## src/rtl/wb_port_arbiter.sv

```systemverilog
// Shares the register-file write port between Mult, AluMisc and Mem through per-source queues; fixed priority mem > am > mul, WB_STARVE_GUARD_EN adds anti-starvation.
// Latency: an accepted entry is written one edge after acceptance when its queue wins; one write per cycle.
// Backpressure: x_ready drops only when that source's queue is full; ready never depends on x_valid.

module wb_fifo #(
  parameter int DEPTH = 2,
  parameter int WIDTH = 37
) (
  input  logic                     clock,
  input  logic                     reset,
  input  logic                     push,
  input  logic [WIDTH-1:0]         push_dat,
  input  logic                     pop,
  output logic [WIDTH-1:0]         head_dat,
  output logic [$clog2(DEPTH):0]   count
);
  localparam int PW = $clog2(DEPTH);

  logic [WIDTH-1:0] mem_q [DEPTH];
  logic [PW-1:0]    wr_ptr;
  logic [PW-1:0]    rd_ptr;

  // Pointers wrap naturally because DEPTH is a power of two.
  always_ff @(posedge clock or negedge reset) begin
    if (!reset) begin
      wr_ptr <= '0;
      rd_ptr <= '0;
      count  <= '0;
      for (int i = 0; i < DEPTH; i++) mem_q[i] <= '0;
    end else begin
      if (push) begin
        mem_q[wr_ptr] <= push_dat;
        wr_ptr        <= wr_ptr + 1'b1;
      end
      if (pop) rd_ptr <= rd_ptr + 1'b1;
      if (push && !pop)      count <= count + 1'b1;
      else if (pop && !push) count <= count - 1'b1;
    end
  end

  assign head_dat = mem_q[rd_ptr];
endmodule

module wb_port_arbiter #(
  parameter int DEPTH = 2
`ifdef WB_STARVE_GUARD_EN
  , parameter int STARVE_LIMIT = 4
`endif
) (
  input  logic        clock,
  input  logic        reset,
  input  logic        mul_valid,
  input  logic [4:0]  mul_regdest,
  input  logic [31:0] mul_wbvalue,
  output logic        mul_ready,
  input  logic        am_valid,
  input  logic [4:0]  am_regdest,
  input  logic [31:0] am_wbvalue,
  output logic        am_ready,
  input  logic        mem_valid,
  input  logic [4:0]  mem_regdest,
  input  logic [31:0] mem_wbvalue,
  output logic        mem_ready,
  output logic        wb_reg_en,
  output logic [4:0]  wb_reg_addr,
  output logic [31:0] wb_reg_data,
  output logic        wb_busy
);
  localparam int CW = $clog2(DEPTH) + 1;
  localparam logic [CW-1:0] FULL = CW'(DEPTH);

  typedef struct packed {
    logic [4:0]  regdest;
    logic [31:0] wbvalue;
  } wb_entry_t;

  localparam int EW = $bits(wb_entry_t);

  // Source index: 0 = mul, 1 = am, 2 = mem.
  logic [2:0]    src_vld;
  logic [2:0]    src_rdy;
  logic [2:0]    push_vld;
  logic [2:0]    nonempty;
  logic [2:0]    grant;
  wb_entry_t     src_dat  [3];
  wb_entry_t     head_dat [3];
  logic [CW-1:0] cnt      [3];
  wb_entry_t     win_dat;

  assign src_vld    = {mem_valid, am_valid, mul_valid};
  assign src_dat[0] = {mul_regdest, mul_wbvalue};
  assign src_dat[1] = {am_regdest, am_wbvalue};
  assign src_dat[2] = {mem_regdest, mem_wbvalue};

  for (genvar i = 0; i < 3; i++) begin : g_q
    assign src_rdy[i]  = (cnt[i] != FULL);
    assign nonempty[i] = (cnt[i] != '0);
    // Writes to r0 complete the handshake but are dropped here.
    assign push_vld[i] = src_vld[i] && src_rdy[i] && (src_dat[i].regdest != 5'd0);

    wb_fifo #(
      .DEPTH (DEPTH),
      .WIDTH (EW)
    ) u_fifo (
      .clock    (clock),
      .reset    (reset),
      .push     (push_vld[i]),
      .push_dat (src_dat[i]),
      .pop      (grant[i]),
      .head_dat (head_dat[i]),
      .count    (cnt[i])
    );
  end

  assign mul_ready = src_rdy[0];
  assign am_ready  = src_rdy[1];
  assign mem_ready = src_rdy[2];
  assign wb_busy   = |nonempty;

`ifdef WB_STARVE_GUARD_EN
  localparam int WW = $clog2(STARVE_LIMIT + 1);
  localparam logic [WW-1:0] LIMIT = WW'(STARVE_LIMIT);

  logic [WW-1:0] wait_cnt [3];
  logic [2:0]    starved;

  always_ff @(posedge clock or negedge reset) begin
    if (!reset) begin
      for (int i = 0; i < 3; i++) wait_cnt[i] <= '0;
    end else begin
      for (int i = 0; i < 3; i++) begin
        if (!nonempty[i] || grant[i]) wait_cnt[i] <= '0;
        else if (wait_cnt[i] != LIMIT) wait_cnt[i] <= wait_cnt[i] + 1'b1;
      end
    end
  end

  always_comb begin
    starved = '0;
    for (int i = 0; i < 3; i++) starved[i] = nonempty[i] && (wait_cnt[i] == LIMIT);
  end
`endif

  always_comb begin
    grant = '0;
    if (nonempty[2])      grant = 3'b100;
    else if (nonempty[1]) grant = 3'b010;
    else if (nonempty[0]) grant = 3'b001;
`ifdef WB_STARVE_GUARD_EN
    // Starved sources override, resolved in the reverse order mul > am > mem.
    if (starved[0])      grant = 3'b001;
    else if (starved[1]) grant = 3'b010;
    else if (starved[2]) grant = 3'b100;
`endif
  end

  always_comb begin
    win_dat = '0;
    for (int i = 0; i < 3; i++) begin
      if (grant[i]) win_dat = head_dat[i];
    end
  end

  always_ff @(posedge clock or negedge reset) begin
    if (!reset) begin
      wb_reg_en   <= 1'b0;
      wb_reg_addr <= '0;
      wb_reg_data <= '0;
    end else begin
      wb_reg_en   <= |grant;
      wb_reg_addr <= win_dat.regdest;
      wb_reg_data <= win_dat.wbvalue;
    end
  end
endmodule

```

## config.mk

```make
export PLATFORM = sky130hd
export DESIGN_NAME = wb_port_arbiter
export DESIGN_NICKNAME = d
export VERILOG_FILES = /design/src/rtl/wb_port_arbiter.sv
export SDC_FILE = /design/constraint.sdc
export NUM_CORES = 1
export LEC_CHECK = 0
export BUFFER_PORTS_ARGS = -buffer_cell sky130_fd_sc_hd__buf_2
export CAP_MARGIN = 30
export CORE_ASPECT_RATIO = 1.1
export CORE_MARGIN = 4
export CORE_UTILIZATION = 30
export DETAILED_ROUTE_END_ITERATION = 12
export PLACE_DENSITY = 0.52
export RECOVER_POWER = 100
export SETUP_SLACK_MARGIN = 0.05
export SLEW_MARGIN = 25
export SYNTH_ARGS = -nofsm -noshare
export SYNTH_HDL_FRONTEND = slang
export SYNTH_SLANG_ARGS = --single-unit
```

## constraint.sdc

```tcl
create_clock -name clock -period 2.2 [get_ports clock]
set_input_delay 0 -clock clock [delete_from_list [all_inputs] [get_ports clock]]
set_output_delay 0 -clock clock [all_outputs]
set_load 0.05 [all_outputs]
```

== After elaboration in Yosys (flattened, before gate mapping) ==
Cells that the tools add are included.

* Add/sub/neg operators: 12
* Equality and inequality tests: 3
* Div/mod/pow operators: 0
* Mux-type cells: 30
* Reduce and logical (&&, ||, !) cells: 32
* Multipliers: 0
* Shift operators: 0
* Magnitude comparators: 9
* Bitwise logic cells: 6

{| class="wikitable"
|+ Operators by type and width
! cell !! count
|-
| two-way mux 37 bit || 15
|-
| bitwise mux 74 bit || 3
|-
| demux 37 bit (select 1 bit) || 3
|-
| logical AND 1 bit || 15
|-
| nonzero test 5 bit || 3
|-
| two-way mux 2 bit || 7
|-
| greater-or-equal comparator 2 bit (second input constant) || 6
|-
| inverter 1 -> 2 bit || 6
|-
| nonzero test 2 bit || 6
|-
| adder 1 bit (second input constant) || 6
|-
| adder 2 x 1 -> 2 bit (second input constant) || 3
|-
| logical NOT 1 bit || 6
|-
| less-than comparator 2 x 1 -> 1 bit (second input constant) || 3
|-
| inequality test 2 bit (second input constant) || 3
|-
| OR reduction 3 bit || 2
|-
| subtractor 2 x 1 -> 2 bit (second input constant) || 3
|-
| two-way mux 3 bit || 1
|-
| two-way mux 1 bit || 1
|}

* Input port bits: 116
* ROM bits: 0
* Word-level logic and storage cells: 110
* Latch bits: 0
* Output and inout port bits: 42
* Bits in registers: 272
* Memories: 0
* Memory bits (writable): 0

== Depth between registers and ports, before layout ==
Gate-level depths: netlist of run 1.

* Depth after elaboration: 7
* Mapped depth: 7
* Gate-level depth less buffers: 7

== Hierarchy ==
A second synthesis of run 1 with hierarchy kept.

* Cell total of the unflattened synthesis: 861
* Area, all modules: 12453.2 um^2

{| class="wikitable"
|+ By module, submodules not included
! module !! instances !! sequential area each (um^2) !! area each (um^2) !! cells each
|-
| wb_fifo || 3 || 1951.9 || 3523.4 || 210
|-
| wb_port_arbiter || 1 || 950.9 || 1883.1 || 231
|}

== Worst setup path before layout of run 1 ==
OpenSTA, ideal clock, no wires.

* Path kind: reg-to-reg
* Start point: register g_q[1].u_fifo.count[0]
* End point: register g_q[0].u_fifo.count[1]
* Buffers on the path: 1
* Data arrival time: 1990 ps
* Required time: 2121 ps
* Period minus slack after synthesis: 2069 ps
* Cell stages (with the launch flop): 7
* Path slack: 131 ps
* Setup time: 79 ps
* Cells stage by stage: dfrtp_1 > or4_1 > buf_2 > or2_2 > ha_1 > nor2_1 > xor2_1

* Longest elaborated chain between the ends: 6
* Elaborated cells on any way between the ends: 8
* Those cells by class: mux (3); reduce/logical (5)

{| class="wikitable"
|+ Ends and longest elaborated chain
! what !! line !! RTL
|-
| start, declared || 15 || <nowiki>output logic [$clog2(DEPTH):0] count</nowiki>
|-
| start signal, assigned || 36 || <nowiki>if (push && !pop) count <= count + 1'b1;</nowiki>
|-
| start signal, assigned || 37 || <nowiki>else if (pop && !push) count <= count - 1'b1;</nowiki>
|-
| nonzero test 2 bit (*) || 97 || <nowiki>assign nonempty[i] = (cnt[i] != '0);</nowiki>
|-
| two-way mux 2 bit (*) || 147 || <nowiki>else if (nonempty[1]) grant = 3'b010;</nowiki>
|-
| two-way mux 3 bit (*) || 146 || <nowiki>if (nonempty[2]) grant = 3'b100;</nowiki>
|-
| logical NOT 1 bit || 36 ||
|-
| logical AND 1 bit || 36 ||
|-
| two-way mux 2 bit / nonzero test 2 bit (equally long branches) || n/a ||
|-
| end signal, assigned || 36 ||
|-
| end signal, assigned || 37 ||
|-
| end, declared || 15 ||
|}

Every way passes the cells marked *; elsewhere a longest branch is shown, timed or not.
A chain may end at the register's enable or synchronous reset.

== Worst setup path in the final report of run 1 ==
* Start point: register g_q[0].u_fifo.count[0]
* End point: register g_q[0].u_fifo.mem_q[60] in the netlist's numbering

* Longest elaborated chain between the ends: 3

{| class="wikitable"
|+ Ends and longest elaborated chain
! what !! line !! RTL
|-
| inequality test 2 bit || 96 || <nowiki>assign src_rdy[i] = (cnt[i] != FULL);</nowiki>
|-
| logical AND 1 bit (2 in a row) || 99 || <nowiki>assign push_vld[i] = src_vld[i] && src_rdy[i] && (src_dat[i].regdest != 5'd0);</nowiki>
|-
| end signal, assigned by index || 32 || <nowiki>mem_q[wr_ptr] <= push_dat;</nowiki>
|-
| end, declared || 19 || <nowiki>logic [WIDTH-1:0] mem_q [DEPTH];</nowiki>
|}

No other way between the ends.

==> run_results.csv, run 1 <==
group,metric,value,unit
routing,route.detailed.drc,0,
logic_synthesis,synth-simple-area-share,2.32,%
status,run_status,"finished with violations",
routing,drtAntennaViolNets,0,
floorplanning,rows,77,
timing,setup_total_negative_slack,0,ns
placement,post_place_setup_slack,0.117,ns
critical_path,worst-endpoint-required,2.63,ns
logic_synthesis,synthDistinctLibCells,26,
timing,grt_setup_unrepaired,"false",
clocking,worst_skew_pair.late_latency,0.55,ns
grt,grt_overflow,0,
placement,post-dp-hpwl,21300,um
clocking,cts-root-to-sink-buffers,3,
layout,mostFrequentLayoutCell,"sky130_fd_sc_hd__dfrtp_1",
logic_synthesis,synthXorXnorAreaFrac,1.07,%
logic_synthesis,avgSynthCellArea,15.1,um2
logic_synthesis,post_synth_fa_ha_maj_area_fraction,0.305,%
critical_path,crit_fanout,37,
status,failed_checks,"capacitance limit, slew limit",
timing,post-route-worst-setup-slack,0.0988,ns
timing,max_slew_margin,-20.4,%
layout,layout_common_cells,"269 x sky130_fd_sc_hd__dfrtp_1, 125 x sky130_fd_sc_hd__mux2_2, 117 x sky130_fd_sc_hd__buf_2",
routing,route.detailed.vias_per_inst,4.64,
placement,place.gp.congestion,0.710,
layout,final_util,38.5,%
routing,drt-pass1-iter-count,4,
critical_path,critPathTopFamily,"buffers and inverters",
placement,buffer_ports.inserted,157,
power_and_ir_drop,powerDensity,1560,nW/um2
timing,transition_at_the_pin_with_the_smallest_max_transition_slack,1.81,ns
worst_hold_path,min-delay-start,"mem_wbvalue[29]",
logic_synthesis,synthesis.yosys.warnings,0,
critical_path,setup.reg_to_reg.worst_slack,0.1,ns
floorplanning,starting_density_of_the_core,30.5,%
grt,first_global_vias,8465,
timing,slew_viol_final,60,
routing,vias,7601,
timing,final.period_utilization,95.5,%
floorplanning,die_width,201,um
clocking,number_of_cts_inserted_buffers,30,
grt,grtUsageTotal,14.5,%
timing,timing.fmax,0.476,GHz
layout,drive_gt1_share,31.0,%
logic_synthesis,largest_family_of_logic_cells_by_synthesized_area,"multiplexers",
clocking,cts_tree,"built",
layout,antenna_cells_inserted,0,
timing,setup_violations,0,
clocking,clock_net_sink_count,272,
floorplanning,coreArea,40400,um2
critical_path,worstPathArrival,2.54,ns
clocking,register_clock_pin_slew_on_the_reported_worst_setup_and_hold_paths,0.06,ns
critical_path,crit_chain,"nand2b_1 > o2111ai_4 > clkbuf_4 > mux2_2",
layout,fin_nets,1219,
floorplanning,die_area,44400,um2
power_and_ir_drop,leakagePower,6.88,nW
critical_path,timing.critical_path.to_type,"register",
clocking,root_buffer,"sky130_fd_sc_hd__clkbuf_16",
power_and_ir_drop,irDropWorstVdd,0.627,mV
timing,layout_skew,0.00758,ns
logic_synthesis,synth_compound_area_share,5.33,%
grt,first_pass_grt_wire_length,51000,um
timing,finalHoldViolations,0,
logic_synthesis,proportion_of_synthesized_area_in_mux_cells,32.0,%
grt,antenna_found_initial,0,
critical_path,worstSetupPathType,"reg2reg",
logic_synthesis,synth-seq-area-share,55.2,%
logic_synthesis,syn-num-nets,936,
critical_path,worstSetupStartpoint,"g_q[0].u_fifo.count[0]",
critical_path,slowest_delay,0.62,ns
layout,areaGrowthSynthToFinish,25.9,%
logic_synthesis,syn-cell-area,12300,um2
critical_path,critical_path.reg2reg.startpoint,"g_q[0].u_fifo.count[0]",
grt,grt_start_max_net_pins,63,
floorplanning,top_level_ports,158,
floorplanning,die_h,221,um
routing,dr.first_iter.drc_count,304,
worst_hold_path,worst_hold_path_type,"in2reg",
logic_synthesis,ys_ff_latch,272,
routing,routed_wl,32200,um
logic_synthesis,netlist_instances,817,
timing,min_period,2.10,ns
critical_path,cpMaxStageDelayCell,"sky130_fd_sc_hd__clkbuf_4",
critical_path,critPathBufInv,1,
run,maxCapViolations,1,
critical_path,nature_of_the_critical_path_startpoint,"register",
routing,route.detailed.wl_per_inst,19.7,um
clocking,cts.htree.levels,1,
-- stage by stage --
| step | cell area (um2) | power [W] | std cells | hold WS [ns] |
|---|---|---|---|---|
| final | 15500 | 0.0241 | 1637 | 0.219 |
| after global routing | 15500 | 0.0257 | 1637 | 0.206 |
| after CTS | 16000 | 0.0257 | 1636 | 0.00608 |
| after detailed placement | 13800 | 0.0200 | 1465 | 0.00985 |
| after global placement | 13800 | 0.0197 | 1465 | -0.00236 |
| after floorplan | 12300 | 0.0171 | 817 | -0.296 |
-- final cells by class --
type,count,area (um2)
flip-flops and latches,272,6810
clock buffers,43,871
fillers,3934,24800
repair buffers,304,2210
inverters,4,15.0
multi-input cells,488,4780
well taps,513,642
clock inverters,13,195
-- synthesized netlist by cell type, drive strengths merged --
| library cell | n | area share, % |
|---|---|---|
| a2bb2oi | 37 | 2.6 |
| buf | 33 | 3.0 |
| clkbuf | 20 | 0.61 |
| dfrtp | 272 | 55 |
| ha | 3 | 0.30 |
| inv | 4 | 0.12 |
| mux2 | 222 | 23 |
| mux2i | 111 | 9.0 |
| nand2b | 3 | 0.15 |
| nand3 | 2 | 0.081 |
| nor2 | 5 | 0.15 |
| nor3 | 37 | 1.5 |
| o2111a | 3 | 0.27 |
| o2111ai | 3 | 0.64 |
| o211a | 3 | 0.24 |
| o21ai | 38 | 1.5 |
| or2 | 2 | 0.10 |
| or4 | 4 | 0.33 |
| xnor2 | 9 | 0.64 |
| xor2 | 6 | 0.43 |
-- path summary, 6_finish.rpt --
| check | to | cells after the start |
|---|---|---|
| max in group asynchronous | g_q[2].u_fifo.mem_q[72] | 3 |
| hold reg to reg | g_q[1].u_fifo.mem_q[17] | 1 |
| setup / recovery | g_q[0].u_fifo.mem_q[60] | 4 |
| hold / removal | g_q[2].u_fifo.mem_q[29] | 3 |
| min in group asynchronous | g_q[0].u_fifo.mem_q[41] | 2 |
| setup reg to reg | g_q[0].u_fifo.mem_q[60] | 4 |
-- flip-flops by register name, indices dropped and copies added (netlist names) --
register	flops
wb_reg_en	1
g_q.u_fifo.rd_ptr	3
g_q.u_fifo.count	6
g_q.u_fifo.wr_ptr	3
g_q.u_fifo.mem_q	222
wb_reg_addr	5
wb_reg_data	32
-- kinds of logic (layout without fill, tap and decap cells) --
logic type      count (synthesis)  in the layout
mux                           333            333
flops                         272            272
compound gates                 84             84
buf+inv                        57            364
simple gates                   53             53
xor+xnor                       15             15
fa+ha+maj                       3              3
-- metal layers --
| layer | track usage [%] | routed length, um | vias up |
|---|---|---|---|
| met4 | 3.44 | 554 | 0 |
| met5 | 0 | 0 | - |
| li1 | - | - | 3564 |
| met1 | 19.8 | 14800 | 3886 |
| met2 | 24.8 | 15800 | 115 |
| met3 | 2.10 | 1070 | 36 |
-- power breakdown --
part / switching, W / leakage, nW / internal, W
registers: 0.00145 / 3.19 / 0.00764
clock network: 0.00204 / 0.521 / 0.00333
logic: 0.00530 / 3.17 / 0.00437
-- timing repair --
item	4_1_cts	5_1_grt
hold buffers	115	0
resized for setup	0	2
endpoints found under the hold margin	497	0
endpoints found under the setup margin	0	2
buffers inserted	0	1
-- worst min-delay path: stages --
cell and delay [ns]:
sky130_fd_sc_hd__dlygate4sd3_1 0.52, sky130_fd_sc_hd__buf_2 0.10, sky130_fd_sc_hd__mux2_1 0.11
No activity file was read; power rests on OpenSTA's default activity.
==> run 2, diff against run 1 <==
ABC_AREA = 1   (was not set)
CTS_CLUSTER_DIAMETER = 80   (was not set)
==> run 2 against run 1 <==
Compared with the run above:
- the run now ends clean
- sequential power down 3.5%
- die area up 3.3%
- sequential cell count unchanged
- register-to-register slack better by 0.12 ns
- critical endpoint is now wb_reg_addr[0]
- core utilization up 0.58 points
- largest power group unchanged
- worst hold slack worse by 0.10 ns
- total power up 2.6%
- routed wire length up 36%
- cell count up 44%
- critical path depth unchanged
- sequential share of layout area down 2.0 points
- clock power up 2%
- critical path type unchanged
==> run_results.csv, run 2 <==
group,metric,value,unit
timing,transition_at_the_pin_with_the_smallest_max_transition_slack,0.832,ns
power_and_ir_drop,power.combinational.fraction,42.5,%
timing,slew_viol_final,0,
layout,largest_register_ff_count,222,
critical_path,worstPathArrival,2.48,ns
routing,routed_wl,43900,um
clocking,cts_tree,"built",
floorplanning,top_level_ports,158,
clocking,post_cts.resized_instances,0,
routing,route.detailed.vias_per_inst,4.86,
timing,final.period_utilization,90.0,%
floorplanning,die_width,205,um
logic_synthesis,yosysTopAreaCell,"sky130_fd_sc_hd__dfrtp_1",
clocking,root_buffer,"sky130_fd_sc_hd__clkbuf_16",
placement,post_place_setup_slack,0.344,ns
grt,first_pass_grt_wire_length,68600,um
critical_path,worstSetupPathType,"reg2reg",
logic_synthesis,fraction_of_post_synthesis_cell_area_in_the_top_cell_type_by_area,53.4,%
layout,layout_common_cells,"681 x sky130_fd_sc_hd__nand2_1, 271 x sky130_fd_sc_hd__dfrtp_1, 222 x sky130_fd_sc_hd__nand4_1",
timing,layout_skew,0.0123,ns
power_and_ir_drop,sw_power,0.0109,W
routing,route.detailed.wl_per_inst,18.6,um
floorplanning,rows,78,
timing,setup_total_negative_slack,0,ns
logic_synthesis,syn-num-nets,1674,
timing,hold_slack,0.114,ns
power_and_ir_drop,intPower,0.0139,W
layout,drive_gt1_share,14.6,%
clocking,register_clock_pin_slew_on_the_reported_worst_setup_and_hold_paths,0.06,ns
worst_hold_path,worst_hold_path_type,"in2reg",
placement,place.gp.congestion,0.798,
layout,mostFrequentLayoutCell,"sky130_fd_sc_hd__nand2_1",
routing,dr.first_iter.drc_count,725,
layout,layout.filler_cells,4377,
clocking,post_cts_setup_driven_buffer_insertion_count,0,
timing,min_period,1.98,ns
timing,grt_setup_unrepaired,"false",
routing,drtAntennaViolNets,0,
logic_synthesis,synth-seq-area-share,53.4,%
grt,antenna_found_initial,2,
power_and_ir_drop,leakagePower,8.17,nW
routing,drt-pass1-iter-count,5,
logic_synthesis,synthArstFlopShare,100,%
logic_synthesis,ys_dominant_reg_cell,"sky130_fd_sc_hd__dfrtp_1",
clocking,cts-root-to-sink-buffers,3,
critical_path,worst-endpoint-required,2.70,ns
timing,setup_violations,0,
critical_path,nature_of_the_critical_path_startpoint,"register",
clocking,worst_skew_pair.late_latency,0.57,ns
critical_path,crit_fanout,31,
logic_synthesis,synth_most_common_cell,"sky130_fd_sc_hd__nand2_1",
floorplanning,starting_density_of_the_core,30.6,%
layout,areaGrowthSynthToFinish,27.6,%
grt,grtUsageTotal,18.9,%
floorplanning,die_area,45900,um2
critical_path,timing.critical_path.to_type,"register",
timing,max_slew_margin,44.5,%
run,maxCapViolations,0,
layout,registers.top_by_ff_count,"g_q.u_fifo.mem_q",
timing,timing.fmax,0.505,GHz
power_and_ir_drop,sequential_share_of_power,35.4,%
logic_synthesis,syn-cell-area,12800,um2
logic_synthesis,synthDistinctLibCells,23,
clocking,postCtsHoldBufs,117,
grt,first_global_vias,11500,
logic_synthesis,synth-edff-count,0,
logic_synthesis,synthesis.yosys.warnings,0,
power_and_ir_drop,power_frac_clock,22.1,%
power_and_ir_drop,irDropWorstVdd,0.588,mV
logic_synthesis,avgSynthCellArea,8.20,um2
layout,final_util,39.0,%
floorplanning,die_h,224,um
grt,grt_overflow,0,
power_and_ir_drop,powerDensity,1520,nW/um2
routing,route.detailed.drc,0,
status,run_status,"completed",
power_and_ir_drop,switching_share,43.9,%
grt,grt_start_max_net_pins,88,
clocking,number_of_cts_inserted_buffers,30,
placement,post-dp-hpwl,29100,um
logic_synthesis,netlist_instances,1555,
layout,reg_top3,"g_q.u_fifo.mem_q (222), wb_reg_data (32), g_q.u_fifo.count (6)",
routing,vias,11500,
clocking,clock_net_sink_count,272,
logic_synthesis,post_synth_main_area_contributors,"sky130_fd_sc_hd__dfrtp_1 53%, sky130_fd_sc_hd__nand2_1 20%, sky130_fd_sc_hd__nand4_1 11%",
clocking,cts.htree.levels,1,
layout,fin_nets,1898,
timing,post-route-worst-setup-slack,0.220,ns
timing,finalHoldViolations,0,
logic_synthesis,ys_top_cells_by_count,"681 x sky130_fd_sc_hd__nand2_1, 272 x sky130_fd_sc_hd__dfrtp_1, 222 x sky130_fd_sc_hd__nand4_1, 66 x sky130_fd_sc_hd__clkbuf_1, 53 x sky130_fd_sc_hd__inv_1",
placement,buffer_ports.inserted,157,
logic_synthesis,ys_ff_latch,272,
floorplanning,coreArea,41700,um2
-- run 2: cell types whose count changed after synthesis, sizes merged, moves of 38 or more --
cell    delta
inv       +56
nand3     +46
nand4    +222
clkbuf    +46
nand2    +682
mux2i    -111
mux2     -222
or2       +38
-- run 2: path summary, 6_finish.rpt --
| path | to | cells after the start | startpoint | slack [ns] |
|---|---|---|---|---|
| worst max-delay path | wb_reg_addr[0] | 4 | g_q[2].u_fifo.rd_ptr | 0.22 |
| worst min-delay path | g_q[2].u_fifo.wr_ptr | 5 | mem_valid | 0.11 |
| worst max register to register | wb_reg_addr[0] | 4 | g_q[2].u_fifo.rd_ptr | 0.22 |
| worst min register to register | g_q[2].u_fifo.mem_q[49] | 2 | g_q[2].u_fifo.mem_q[49] | 0.46 |
| max in group asynchronous | g_q[1].u_fifo.rd_ptr | 4 | reset | 0.34 |
| min in group asynchronous | g_q[0].u_fifo.mem_q[66] | 4 | reset | 1.00 |
-- run 2: layout make-up --
type                       instances  area (um2)  area share, %
multi-input combinational       1095        5130           31.5
clock buffer                      44         925           5.68
clock inverter                    12         163           1.00
sequential                       272        6810           41.9
tap                              560         701           4.31
timing repair buffer             320        2310           14.2
antenna                            2        5.00         0.0308
inverter                          60         225           1.38
-- run 2: logic make-up after synthesis --
kind of cell	after synthesis	synth area share [%]
adder cells (fa/ha/maj)	3	0.294
XOR/XNOR	9	0.618
flip-flops	272	53.4
AND/OR/NAND/NOR	1003	35.3
AO/OA/AOI/OAI	80	4.13
buffers and inverters	188	6.24
-- run 2: per-stage QoR --
stage | power [W] | std cells | area, um2
after floorplan | 0.0158 | 1555 | 12800
after global placement | 0.0193 | 2190 | 14200
after detailed placement | 0.0195 | 2190 | 14200
after CTS | 0.0252 | 2363 | 16400
after global routing | 0.0266 | 2365 | 16300
final | 0.0248 | 2365 | 16300
-- run 2: power groups by stage --
stage	clock network (W)	logic [W]	registers, W
final	0.00546	0.0105	0.00877
after global routing	0.00579	0.0117	0.00907
after CTS	0.00559	0.0109	0.00878
after detailed placement	0	0.0107	0.00884
after global placement	0	0.0106	0.00879
after floorplan	0	0.00619	0.00957
-- run 2: metal layers --
metal / wire (um) / vias up / global-route usage, %
li1: - / 5603 / -
met1: 19900 / 5540 / 27.0
met2: 20400 / 287 / 30.0
met3: 1940 / 66 / 2.16
met4: 1660 / 0 / 6.90
met5: 0 / - / 0
-- run 2: critical path: stages, from the launching register on --
cell and delay (ns):
sky130_fd_sc_hd__dfrtp_1 0.56, sky130_fd_sc_hd__inv_1 0.30, sky130_fd_sc_hd__buf_2 0.72, sky130_fd_sc_hd__o211ai_1 0.22
sky130_fd_sc_hd__nand3_1 0.12
==> run 3, diff against run 2 <==
CELL_PAD_IN_SITES_DETAIL_PLACEMENT = 1   (was not set)
CELL_PAD_IN_SITES_GLOBAL_PLACEMENT = 1   (was not set)
PLACE_DENSITY = 0.64   (was 0.52)
==> run 3 against run 2 <==
Compared with the run above:
- core utilization decreased by 0.33 points
- sequential share of layout area grew 0.36 points
- cell count decreased by 0.21%
- global-route usage is 0.88 points higher
- sequential power is essentially flat
- clock skew up 0.0025 ns
- cell area shrank 0.85%
- non-clock buffer count rose by 3
- critical path type unchanged
- critical endpoint is now g_q[2].u_fifo.mem_q[14]
- largest cell class unchanged
==> run_results.csv, run 3 (synthesis gave the netlist of run 2 again) <==
group,metric,value,unit
status,run_status,"completed",
floorplanning,starting_density_of_the_core,30.6,%
floorplanning,rows,78,
power_and_ir_drop,sequential_share_of_power,35.9,%
power_and_ir_drop,irDropWorstVdd,0.608,mV
timing,timing.fmax,0.502,GHz
grt,grtUsageTotal,19.8,%
routing,dr.first_iter.drc_count,742,
layout,antenna_cells_inserted,0,
critical_path,most_common_cell_on_crit_path,"sky130_fd_sc_hd__nand2_1",
clocking,worst_skew_pair.late_latency,0.58,ns
clocking,register_clock_pin_slew_on_the_reported_worst_setup_and_hold_paths,0.06,ns
grt,first_global_vias,12200,
critical_path,worstPathArrival,2.45,ns
critical_path,cpMaxStageDelayCell,"sky130_fd_sc_hd__dfrtp_1",
floorplanning,die_h,224,um
timing,finalHoldViolations,0,
clocking,root_buffer,"sky130_fd_sc_hd__clkbuf_16",
placement,post-dp-hpwl,30300,um
worst_hold_path,worst_hold_path_type,"in2reg",
timing,setup_total_negative_slack,0,ns
grt,grt_overflow,0,
routing,route.detailed.drc,0,
clocking,cts-root-to-sink-buffers,3,
power_and_ir_drop,powerDensity,1510,nW/um2
timing,post-route-worst-setup-slack,0.207,ns
timing,slew_viol_final,0,
layout,final_area,16100,um2
floorplanning,top_level_ports,158,
layout,registers.top_by_ff_count,"g_q.u_fifo.mem_q",
timing,max_slew_margin,16.8,%
placement,area_after_detailed_placement,14200,um2
placement,post_place_setup_slack,0.354,ns
power_and_ir_drop,sw_power,0.0109,W
critical_path,worstSetupPathType,"reg2reg",
layout,drive_gt1_share,14.2,%
floorplanning,coreArea,41700,um2
floorplanning,die_area,45900,um2
layout,mostFrequentLayoutCell,"sky130_fd_sc_hd__nand2_1",
grt,antenna_found_initial,0,
timing,min_period,1.99,ns
run,maxCapViolations,0,
critical_path,timing.critical_path.to_type,"register",
power_and_ir_drop,power_frac_clock,20.5,%
routing,drt-pass1-iter-count,5,
timing,grt_setup_unrepaired,"false",
layout,largest_register_ff_count,222,
clocking,cts_tree,"built",
timing,layout_skew,0.0149,ns
clocking,clock_net_sink_count,272,
placement,buffer_ports.inserted,157,
floorplanning,die_width,205,um
power_and_ir_drop,leakagePower,8.10,nW
clocking,post_cts.resized_instances,0,
critical_path,crit_chain,"inv_2 > a21oi_1 > buf_12 > nand3_2 > clkbuf_2 > nand2_1 > nand2_1",
routing,routed_wl,45800,um
clocking,number_of_cts_inserted_buffers,31,
grt,first_pass_grt_wire_length,71500,um
power_and_ir_drop,power.combinational.fraction,43.6,%
timing,setup_violations,0,
critical_path,worst-endpoint-required,2.66,ns
grt,grt_start_max_net_pins,83,
routing,drtAntennaViolNets,0,
timing,hold_slack,0.234,ns
routing,route.detailed.wl_per_inst,19.4,um
critical_path,crit_fanout,76,
layout,areaGrowthSynthToFinish,26.5,%
layout,reg_top3,"g_q.u_fifo.mem_q (222), wb_reg_data (32), g_q.u_fifo.count (6)",
layout,final_util,38.7,%
routing,route.detailed.vias_per_inst,4.91,
layout,layout_common_cells,"681 x sky130_fd_sc_hd__nand2_1, 271 x sky130_fd_sc_hd__dfrtp_1, 222 x sky130_fd_sc_hd__nand4_1",
clocking,cts.htree.levels,1,
power_and_ir_drop,intPower,0.0135,W
timing,final.period_utilization,90.6,%
critical_path,slowest_delay,0.40,ns
critical_path,nature_of_the_critical_path_startpoint,"register",
routing,vias,11600,
layout,fin_nets,1902,
placement,place.gp.congestion,0.802,
timing,transition_at_the_pin_with_the_smallest_max_transition_slack,1.25,ns
layout,layout.filler_cells,4980,
power_and_ir_drop,switching_share,44.7,%
## run 3: worst paths after layout
kind                       cells after the start  slack (ns)                      end               startpoint
min in group asynchronous                      3        0.50  g_q[0].u_fifo.mem_q[70]                    reset
max                                            7        0.21  g_q[2].u_fifo.mem_q[14]   g_q[2].u_fifo.count[0]
min                                            4        0.23   g_q[1].u_fifo.mem_q[5]            am_wbvalue[5]
max reg2reg                                    7        0.21  g_q[2].u_fifo.mem_q[14]   g_q[2].u_fifo.count[0]
max in group asynchronous                      3        0.85     g_q[1].u_fifo.rd_ptr                    reset
min reg2reg                                    2        0.46  g_q[2].u_fifo.mem_q[61]  g_q[2].u_fifo.mem_q[61]
## run 3: metrics by stage
stage,power (W),std cells
after global placement,0.0193,2192
after floorplan,0.0158,1555
after detailed placement,0.0196,2192
after CTS,0.0249,2360
after global routing,0.0262,2360
final,0.0244,2360
## run 3: critical path: cells and delay by family, from the launching register on
kind                   cells  cell delay, ns
AOI/OAI and AO/OA          1            0.30
buffers and inverters      3            0.79
DFF                        1            0.40
and+or+nand+nor            3            0.35
## run 3: timing repair
item	CTS	global route
setup buffers	0	0
endpoints found under the hold margin	497	0
hold buffers	118	0
## run 3: cell type report
type,count,area (um2),share of cell area (%)
repair buffers,323,2310,14.3
clock buffers,46,912,5.66
well taps,560,701,4.34
multi-input cells,1095,5130,31.8
flip-flops and latches,272,6810,42.2
inverters,60,225,1.40
clock inverters,4,45.0,0.279
## run 3: power by group through the flow
stage          Clock (W)  Combinational, W  Sequential (W)
3_3_place_gp           0            0.0105         0.00878
3_5_place_dp           0            0.0108         0.00885
2_1_floorplan          0           0.00619         0.00957
6_report         0.00499            0.0106         0.00876
5_1_grt          0.00535            0.0118         0.00906
4_1_cts          0.00511            0.0110         0.00879
## run 3: layer usage
metal  up-vias  part of all wire (%)  track usage, %
met2       207                    49            33.7
met1      5726                    44            26.6
met3        53                   3.5            2.16
met4         0                   3.3            6.61
met5         -                     0               0
li1       5598                     -               -
